===== src/rtl/sccb_write_master.sv =====
// rtl/sccb_write_master.sv - serialises one 32-bit SCCB write frame under a four-phase req/ack handshake
module sccb_write_master #(
   parameter int QTR_DIV = 63
) (
   input  logic        clk_25M,
   input  logic        rst_100,
   input  logic [31:0] cfg_data,
   input  logic        i2c_req,
   output logic        i2c_ack,
   output logic        busy,
   output logic        sclk,
   output logic        sda
);

   localparam int DW = $clog2(QTR_DIV);
   localparam logic [DW-1:0] DIV_LAST = DW'(QTR_DIV - 1);

   typedef enum logic [2:0] {IDLE, START, BITS, STOP, DONE} state_t;

   state_t        state, n_state;
   logic [DW-1:0] div, n_div;
   logic [1:0]    q, n_q;
   logic [3:0]    bit_cnt, n_bit;
   logic [1:0]    byte_cnt, n_byte;
   logic [31:0]   sh, n_sh;
   logic          n_sclk, n_sda, n_ack, n_busy;
   logic          tick;

   assign tick = (div == DIV_LAST);

   // Outputs are computed for the quarter being entered, so every pin change lands on a quarter boundary.
   always_comb begin
      n_state = state;
      n_div   = div;
      n_q     = q;
      n_bit   = bit_cnt;
      n_byte  = byte_cnt;
      n_sh    = sh;
      n_sclk  = sclk;
      n_sda   = sda;
      n_ack   = i2c_ack;
      n_busy  = busy;

      if (state == START || state == BITS || state == STOP) begin
         n_div = tick ? '0 : div + DW'(1);
         if (tick) n_q = q + 2'd1;
      end

      case (state)
         IDLE: begin
            n_sclk = 1'b1;
            n_sda  = 1'b1;
            n_ack  = 1'b0;
            n_busy = 1'b0;
            if (i2c_req) begin
               n_state = START;
               n_sh    = cfg_data;
               n_div   = '0;
               n_q     = '0;
               n_bit   = '0;
               n_byte  = '0;
               n_busy  = 1'b1;
            end
         end
         START: begin
            if (tick) begin
               if (q == 2'd1) n_sda = 1'b0;
               if (q == 2'd3) begin
                  n_state = BITS;
                  n_sclk  = 1'b0;
                  n_sda   = sh[31];
                  n_sh    = {sh[30:0], 1'b0};
               end
            end
         end
         BITS: begin
            if (tick) begin
               if (q == 2'd1) n_sclk = 1'b1;
               if (q == 2'd3) begin
                  n_sclk = 1'b0;
                  if (bit_cnt == 4'd8) begin
                     n_bit = '0;
                     if (byte_cnt == 2'd3) begin
                        n_state = STOP;
                        n_sda   = 1'b0;
                     end else begin
                        n_byte = byte_cnt + 2'd1;
                        n_sda  = sh[31];
                        n_sh   = {sh[30:0], 1'b0};
                     end
                  end else begin
                     n_bit = bit_cnt + 4'd1;
                     // Slot 8 of each byte is the don't-care bit, held high.
                     if (bit_cnt == 4'd7) begin
                        n_sda = 1'b1;
                     end else begin
                        n_sda = sh[31];
                        n_sh  = {sh[30:0], 1'b0};
                     end
                  end
               end
            end
         end
         STOP: begin
            if (tick) begin
               if (q == 2'd1) n_sclk = 1'b1;
               if (q == 2'd2) n_sda = 1'b1;
               if (q == 2'd3) begin
                  n_state = DONE;
                  n_ack   = 1'b1;
               end
            end
         end
         DONE: begin
            n_sclk = 1'b1;
            n_sda  = 1'b1;
            n_ack  = 1'b1;
            if (!i2c_req) begin
               n_state = IDLE;
               n_ack   = 1'b0;
               n_busy  = 1'b0;
            end
         end
         default: n_state = IDLE;
      endcase
   end

   always_ff @(posedge clk_25M) begin
      if (rst_100) begin
         state    <= IDLE;
         div      <= '0;
         q        <= '0;
         bit_cnt  <= '0;
         byte_cnt <= '0;
         sh       <= '0;
         sclk     <= 1'b1;
         sda      <= 1'b1;
         i2c_ack  <= 1'b0;
         busy     <= 1'b0;
      end else begin
         state    <= n_state;
         div      <= n_div;
         q        <= n_q;
         bit_cnt  <= n_bit;
         byte_cnt <= n_byte;
         sh       <= n_sh;
         sclk     <= n_sclk;
         sda      <= n_sda;
         i2c_ack  <= n_ack;
         busy     <= n_busy;
      end
   end

endmodule

===== config.mk =====
export PLATFORM = sky130hd
export DESIGN_NAME = sccb_write_master
export DESIGN_NICKNAME = d
export VERILOG_FILES = /design/src/rtl/sccb_write_master.sv
export SDC_FILE = /design/constraint.sdc
export NUM_CORES = 1
export LEC_CHECK = 0
export BUFFER_PORTS_ARGS = -buffer_cell sky130_fd_sc_hd__clkbuf_2
export CORE_ASPECT_RATIO = 0.8
export CORE_UTILIZATION = 53
export CTS_CLUSTER_SIZE = 8
export DETAILED_ROUTE_END_ITERATION = 16
export PLACE_DENSITY = 0.77
export SLEW_MARGIN = 20
export SYNTH_ARGS = -nofsm -noshare
export SYNTH_HDL_FRONTEND = slang
export SYNTH_SLANG_ARGS = --single-unit
export TNS_END_PERCENT = 50

===== constraint.sdc =====
create_clock -name clk_25M -period 1.89 [get_ports clk_25M]
set_clock_uncertainty 0.05 [all_clocks]
set_input_delay 0 -clock clk_25M [delete_from_list [all_inputs] [get_ports clk_25M]]
set_output_delay 0 -clock clk_25M [all_outputs]
set_load 0.01 [all_outputs]

Yosys cells after proc, flatten, opt, wreduce, memory -nomap -nowiden:

Index checks and enable logic that the tools add are counted.

* bits in registers: 53

* equality and inequality tests: 26
* $add $sub $neg: 4
* muxes and demuxes: 63
* reduce and logical (&&, ||, !) cells: 17

Operator list (count)
* $mux W32: 8
* $pmux W32 S3: 1
* $mux W3: 10
* $mux W6: 4
* $mux W1: 20
* $mux W2: 9
* $mux W4: 4
* $pmux W3 S5: 1
* $ne A2 B1 Y1 const B: 6
* $ne A2 B2 Y1 const B: 6
* $reduce_and A10 Y1: 1
* $pmux W1 S4: 2
* $pmux W4 S2: 1
* $reduce_and A8 Y1: 1
* $reduce_and A7 Y1: 1
* $add A6 B1 Y6 const B: 1
* $eq A2 B2 Y1 const B: 3
* $eq A3 B2 Y1 const B: 2
* $eq A6 B6 Y1 const B: 1
* $ne A3 B3 Y1 const B: 2
* $reduce_and A6 Y1: 1
* $reduce_bool A3 Y1: 2
* $reduce_and A5 Y1: 1
* $add A2 B1 Y2 const B: 2
* other kinds (18): 20

Depth between registers and ports, before layout:

* word-level depth: 6
* depth in mapped cells: 7
* depth with buffers taken out: 6

Worst setup path after synthesis:

OpenSTA, ideal clock, no wires.

* path kind: register to register
* start: register q[0]
* end: register state[0]
* path slack: -0.059 ns
* period minus slack after synthesis: 1.949 ns
* stages on the path, launching flop included: 7
* arrival time: 1.775 ns
* cells stage by stage: dfxtp_1 > ha_1 > clkbuf_1 > and2_1 > a311oi_1 > nor4_2 > mux2_1

* cells in the longest elaborated chain, start to end: 3
* elaborated cells between the ends (all ways): 5

RTL lines
* from (decl): RTL line 22 `logic [1:0] q, n_q;`
* from (signal assigned): RTL line 143 `q <= n_q;`
* $eq A2 B2 Y1 (*): RTL line 68, 79, 108
* $ne A2 B1 Y1 (no source line)
* $reduce_and A10 Y1 (no source line) (*)
* to (signal assigned): RTL line 141 `state <= n_state;`
* to (decl): RTL line 20 `state_t state, n_state;`

Every way passes the cells marked *; elsewhere a longest branch is shown, timed or not.
A chain may end at the register's enable or synchronous reset.

Final worst setup path:

* start: register div[0]
* end: register sh[11]

* cells in the longest elaborated chain, start to end: 3
* elaborated cells between the ends (all ways): 4

RTL lines
* from (decl): RTL line 21 `logic [DW-1:0] div, n_div;`
* from (signal assigned): RTL line 142 `div <= n_div;`
* $eq A6 B6 Y1 (*): RTL line 29 `assign tick = (div == DIV_LAST);`
* $ne A2 B2 Y1 (no source line)
* $reduce_and A8 Y1 (no source line) (*)
* to (signal assigned): RTL line 146 `sh <= n_sh;`
* to (decl): RTL line 25 `logic [31:0] sh, n_sh;`

Marked as above.

==> run_results.csv <==
group,metric,value,unit
route,detailroute.via_count,3258,
yosys,syn-cell-area,3193,µm²
cells_and_area,multi_input_comb_area,2215,µm²
worst_setup_path,reg2reg_from,"div[0]$_SDFF_PP0_",
worst_setup_path,slowest_stage,"sky130_fd_sc_hd__dfxtp_2",
cells_and_area,instances_no_fill,530,
sta,grt_setup_unrepaired,"yes",
route,detail_route.wl_per_cell,17.94,µm
yosys,synth-edff-count,0,
yosys,synth_seq_cells,53,
cts,clock_tree.htree_level_count,2,
cts,cts.sinks,53,
grt,number_of_global_route_vias_before_repair,2865,
floorplan,initial_cell_density_of_the_core,56.86,%
placed_design,numPortBuffers,38,
hold_path,holdPathStages,4,
grt,grt_max_degree,33,
sta,hold_ws,85.99,ps
placed_design,place.detailed.hpwl,5.253,mm
grt,antenna_found_initial,0,
sta,finalSetupTns,-685.1,ps
cts,clock_insertion_delay_worst_skew,310,ps
sta,final_critical_path_setup_slack,-46.90,ps
route,final_antenna_net_count,0,
worst_setup_path,rr_worst_depth,8,
worst_setup_path,critPathMaxStageDelay,350,ps
route,postRouteWirelength,9.509,mm
floorplan,die_width,88.78,µm
cts,cts_made_buffers,5,
power,peak_vdd_ir,863.6,µV
cells_and_area,design.final.nets,495,
yosys,synth_cell_type_count,56,
cells_and_area,antenna-diode-count,0,
worst_setup_path,r2r_setup_slack,-50,ps
sta,final_max_slew_viol_count,0,
floorplan,design.portCount,39,
grt,grt.overflow.total,0,
placed_design,placed_instances,513,
route,drtIter0Drc,312,
placed_design,place_congestion,0.8262,
grt,grt_usage,27.58,%
worst_setup_path,timing.critical_path.required,2040,ps
yosys,postSynthNetCount,434,
floorplan,row_count,24,
cts,worst_setup_hold_path_clk_slew,100,ps
power,cellLeakagePower,1.707,nW
worst_setup_path,worstPathMaxFanout,7,
yosys,async_reset_ff_share,0,%
yosys,synth.avg_cell_area,8.166,µm²
worst_setup_path,critPathKind,"flop to flop",
worst_setup_path,reg2reg_to,"sh[11]$_SDFFE_PP0P_",
sta,hold_violations,0,
status,status,"finished with violations",
route,detail_route.first_pass.iterations,5,
yosys,ys_dominant_reg_cell,"sky130_fd_sc_hd__dfxtp_1",
status,violations,"negative setup slack",
route,route.detailed.drc,0,
sta,fmax,516.3,MHz
placed_design,preCtsSetupSlack,-185.6,ps
sta,worst_slew_pin_slew,736.5,ps
floorplan,dieArea,6341,µm²
hold_path,hold_path.class,"input port to flop",
yosys,synthesis.instances,391,
worst_setup_path,cp_data_arrival_time,2090,ps
cells_and_area,nFillCells,394,
floorplan,fp.dieH,71.43,µm
worst_setup_path,crit_path_cell_trace,"inv_2, ha_4, and4_4, and3_4, o2111ai_4, buf_6, clkbuf_16, mux2_4",
sta,maxSlewHeadroom,50.90,%
worst_setup_path,setup.worst_path.end_class,"flop",
flow_run,cap_viol_max_count,0,
sta,final-setup-viol-count,22,
route,via_count_normalized_by_instance_count,6.147,
yosys,synth.yosys.seq_area_share,33.23,%
power,power.density,1476,nW/µm²
sta,timing.final.crit_share,102.5,%
cts,cts_root_buffer,"sky130_fd_sc_hd__clkbuf_8",
cts,clock_tree_buffer_depth,2,
cells_and_area,synthToLayoutAreaGrowth,30.25,%
hold_path,min-delay-start,"cfg_data[19]",
cells_and_area,layout-drive-gt1-share,33.85,%
sta,period_minus_slack,1937,ps
grt,global_route_wire_length_before_repair,13.66,mm
hold_path,worst_hold_path.endpoint,"sh[19]$_SDFFE_PP0P_",
yosys,yosysWarnings,0,
cts,cts_tree,"done",
worst_setup_path,cp-start-kind,"flop",
cells_and_area,sequential_cell_area,1074,µm²
floorplan,core,5615,µm²
where the power goes:
part,switching (mW),leakage (nW),total [mW],internal [mW]
Combinational,1.81,1.23,3.71,1.90
Sequential,0.238,0.437,1.75,1.51
Clock,0.385,0.0443,0.677,0.292
cell families (layout without fill, tap and decap cells):
family | Yosys count | in the layout | synth area share (%)
AND/OR/NAND/NOR | 137 | 137 | 23.82
AO/OA/AOI/OAI | 108 | 108 | 20.26
flip-flops | 53 | 53 | 33.23
buffers and inverters | 44 | 105 | 5.760
multiplexers | 33 | 33 | 11.60
adder cells (fa/ha/maj) | 8 | 8 | 3.135
XOR/XNOR | 8 | 8 | 2.194
cell type report:
cell class	instances	share of cell area (%)
Multi-Input combinational cell	294	53.25
Sequential cell	53	25.81
Timing Repair Buffer	87	15.52
Tap cell	78	2.347
Clock buffer	7	2.076
Inverter	11	0.9928
synthesized netlist by cell type (4+ instances only):
master,count,area (µm²)
sky130_fd_sc_hd__a21oi_1,41,205.2
sky130_fd_sc_hd__inv_1,9,33.78
sky130_fd_sc_hd__buf_2,6,30.03
sky130_fd_sc_hd__ha_1,8,100.1
sky130_fd_sc_hd__a31oi_1,6,37.54
sky130_fd_sc_hd__nand3_1,36,180.2
sky130_fd_sc_hd__nand4_1,4,25.02
sky130_fd_sc_hd__nor2b_1,35,219.0
sky130_fd_sc_hd__xor2_1,5,43.79
sky130_fd_sc_hd__nand2_1,10,37.54
sky130_fd_sc_hd__dfxtp_1,53,1061
sky130_fd_sc_hd__nor3_1,5,25.02
sky130_fd_sc_hd__clkbuf_1,21,78.83
sky130_fd_sc_hd__mux2_1,32,360.4
sky130_fd_sc_hd__o21ai_0,33,165.2
sky130_fd_sc_hd__nor2_1,22,82.58
flip-flops by register name (all words and copies together) (netlist names), 2 cells and up:
register / cells
bit_cnt: 4
byte_cnt: 2
div: 6
q: 2
sh: 32
state: 3
worst max-delay path by stage:
stage	start	end	slack (ps)	cells after the start
after global placement	state[1]$_SDFFE_PP0P_	sh[15]$_SDFFE_PP0P_	-60	5
after CTS	div[0]$_SDFF_PP0_	sh[5]$_SDFFE_PP0P_	-70	7
after global routing	state[1]$_SDFFE_PP0P_	sh[25]$_SDFFE_PP0P_	-110	5
after detailed placement	state[1]$_SDFFE_PP0P_	sh[16]$_SDFFE_PP0P_	-190	5
final	div[0]$_SDFF_PP0_	sh[11]$_SDFFE_PP0P_	-50	8
after floorplan	div[0]$_SDFF_PP0_	sh[10]$_SDFFE_PP0P_	20	7
metal layers:
metal	GRT usage, %	routed length [µm]	vias to the layer above
li1	-	-	1523
met1	39.06	4130	1544
met2	42.48	4448	162
met3	5.415	663	29
met4	8.423	267	0
met5	0	0	-
per-stage QoR:
stage | power [mW] | util [%] | instance area [µm²]
final | 6.137 | 74.06 | 4159
after detailed placement | 4.185 | 65.15 | 3659
after CTS | 5.386 | 69.83 | 3921
after global placement | 4.093 | 65.15 | 3659
after floorplan | 3.529 | - | 3193
after global routing | 6.444 | 74.06 | 4159
layout by cell type (no fill, tap or decap), types with 5 or more instances in the layout:
cell type | synthesis | layout
sky130_fd_sc_hd__a21oi_1 | 41 | 41
sky130_fd_sc_hd__a31oi_1 | 6 | 5
sky130_fd_sc_hd__buf_4 | 3 | 40
sky130_fd_sc_hd__clkbuf_2 | 0 | 38
sky130_fd_sc_hd__clkbuf_8 | 0 | 6
sky130_fd_sc_hd__dfxtp_1 | 53 | 45
sky130_fd_sc_hd__dfxtp_2 | 0 | 7
sky130_fd_sc_hd__inv_1 | 9 | 6
sky130_fd_sc_hd__mux2_4 | 0 | 31
sky130_fd_sc_hd__nand2_1 | 10 | 10
sky130_fd_sc_hd__nand3_1 | 36 | 36
sky130_fd_sc_hd__nor2_1 | 22 | 21
sky130_fd_sc_hd__nor2b_1 | 35 | 35
sky130_fd_sc_hd__o21ai_0 | 33 | 33
critical path, delay by kind of cell, from the launching register on:
kind / cells / cell delay (ps)
AND/OR/NAND/NOR: 2 / 360
buffers and inverters: 3 / 390
flip-flops: 1 / 350
AO/OA/AOI/OAI: 1 / 220
multiplexers: 1 / 300
adder cells (fa/ha/maj): 1 / 150
repair_timing:
action                     CTS  global route
hold endpoints to repair     1             0
hold buffers                 1             0
setup buffers                1             6
pin swaps                    2             5
setup endpoints to repair   36            39
cloned                       2             1
resized for setup           25            49
Note: power is estimated with default switching activity, not from simulation.
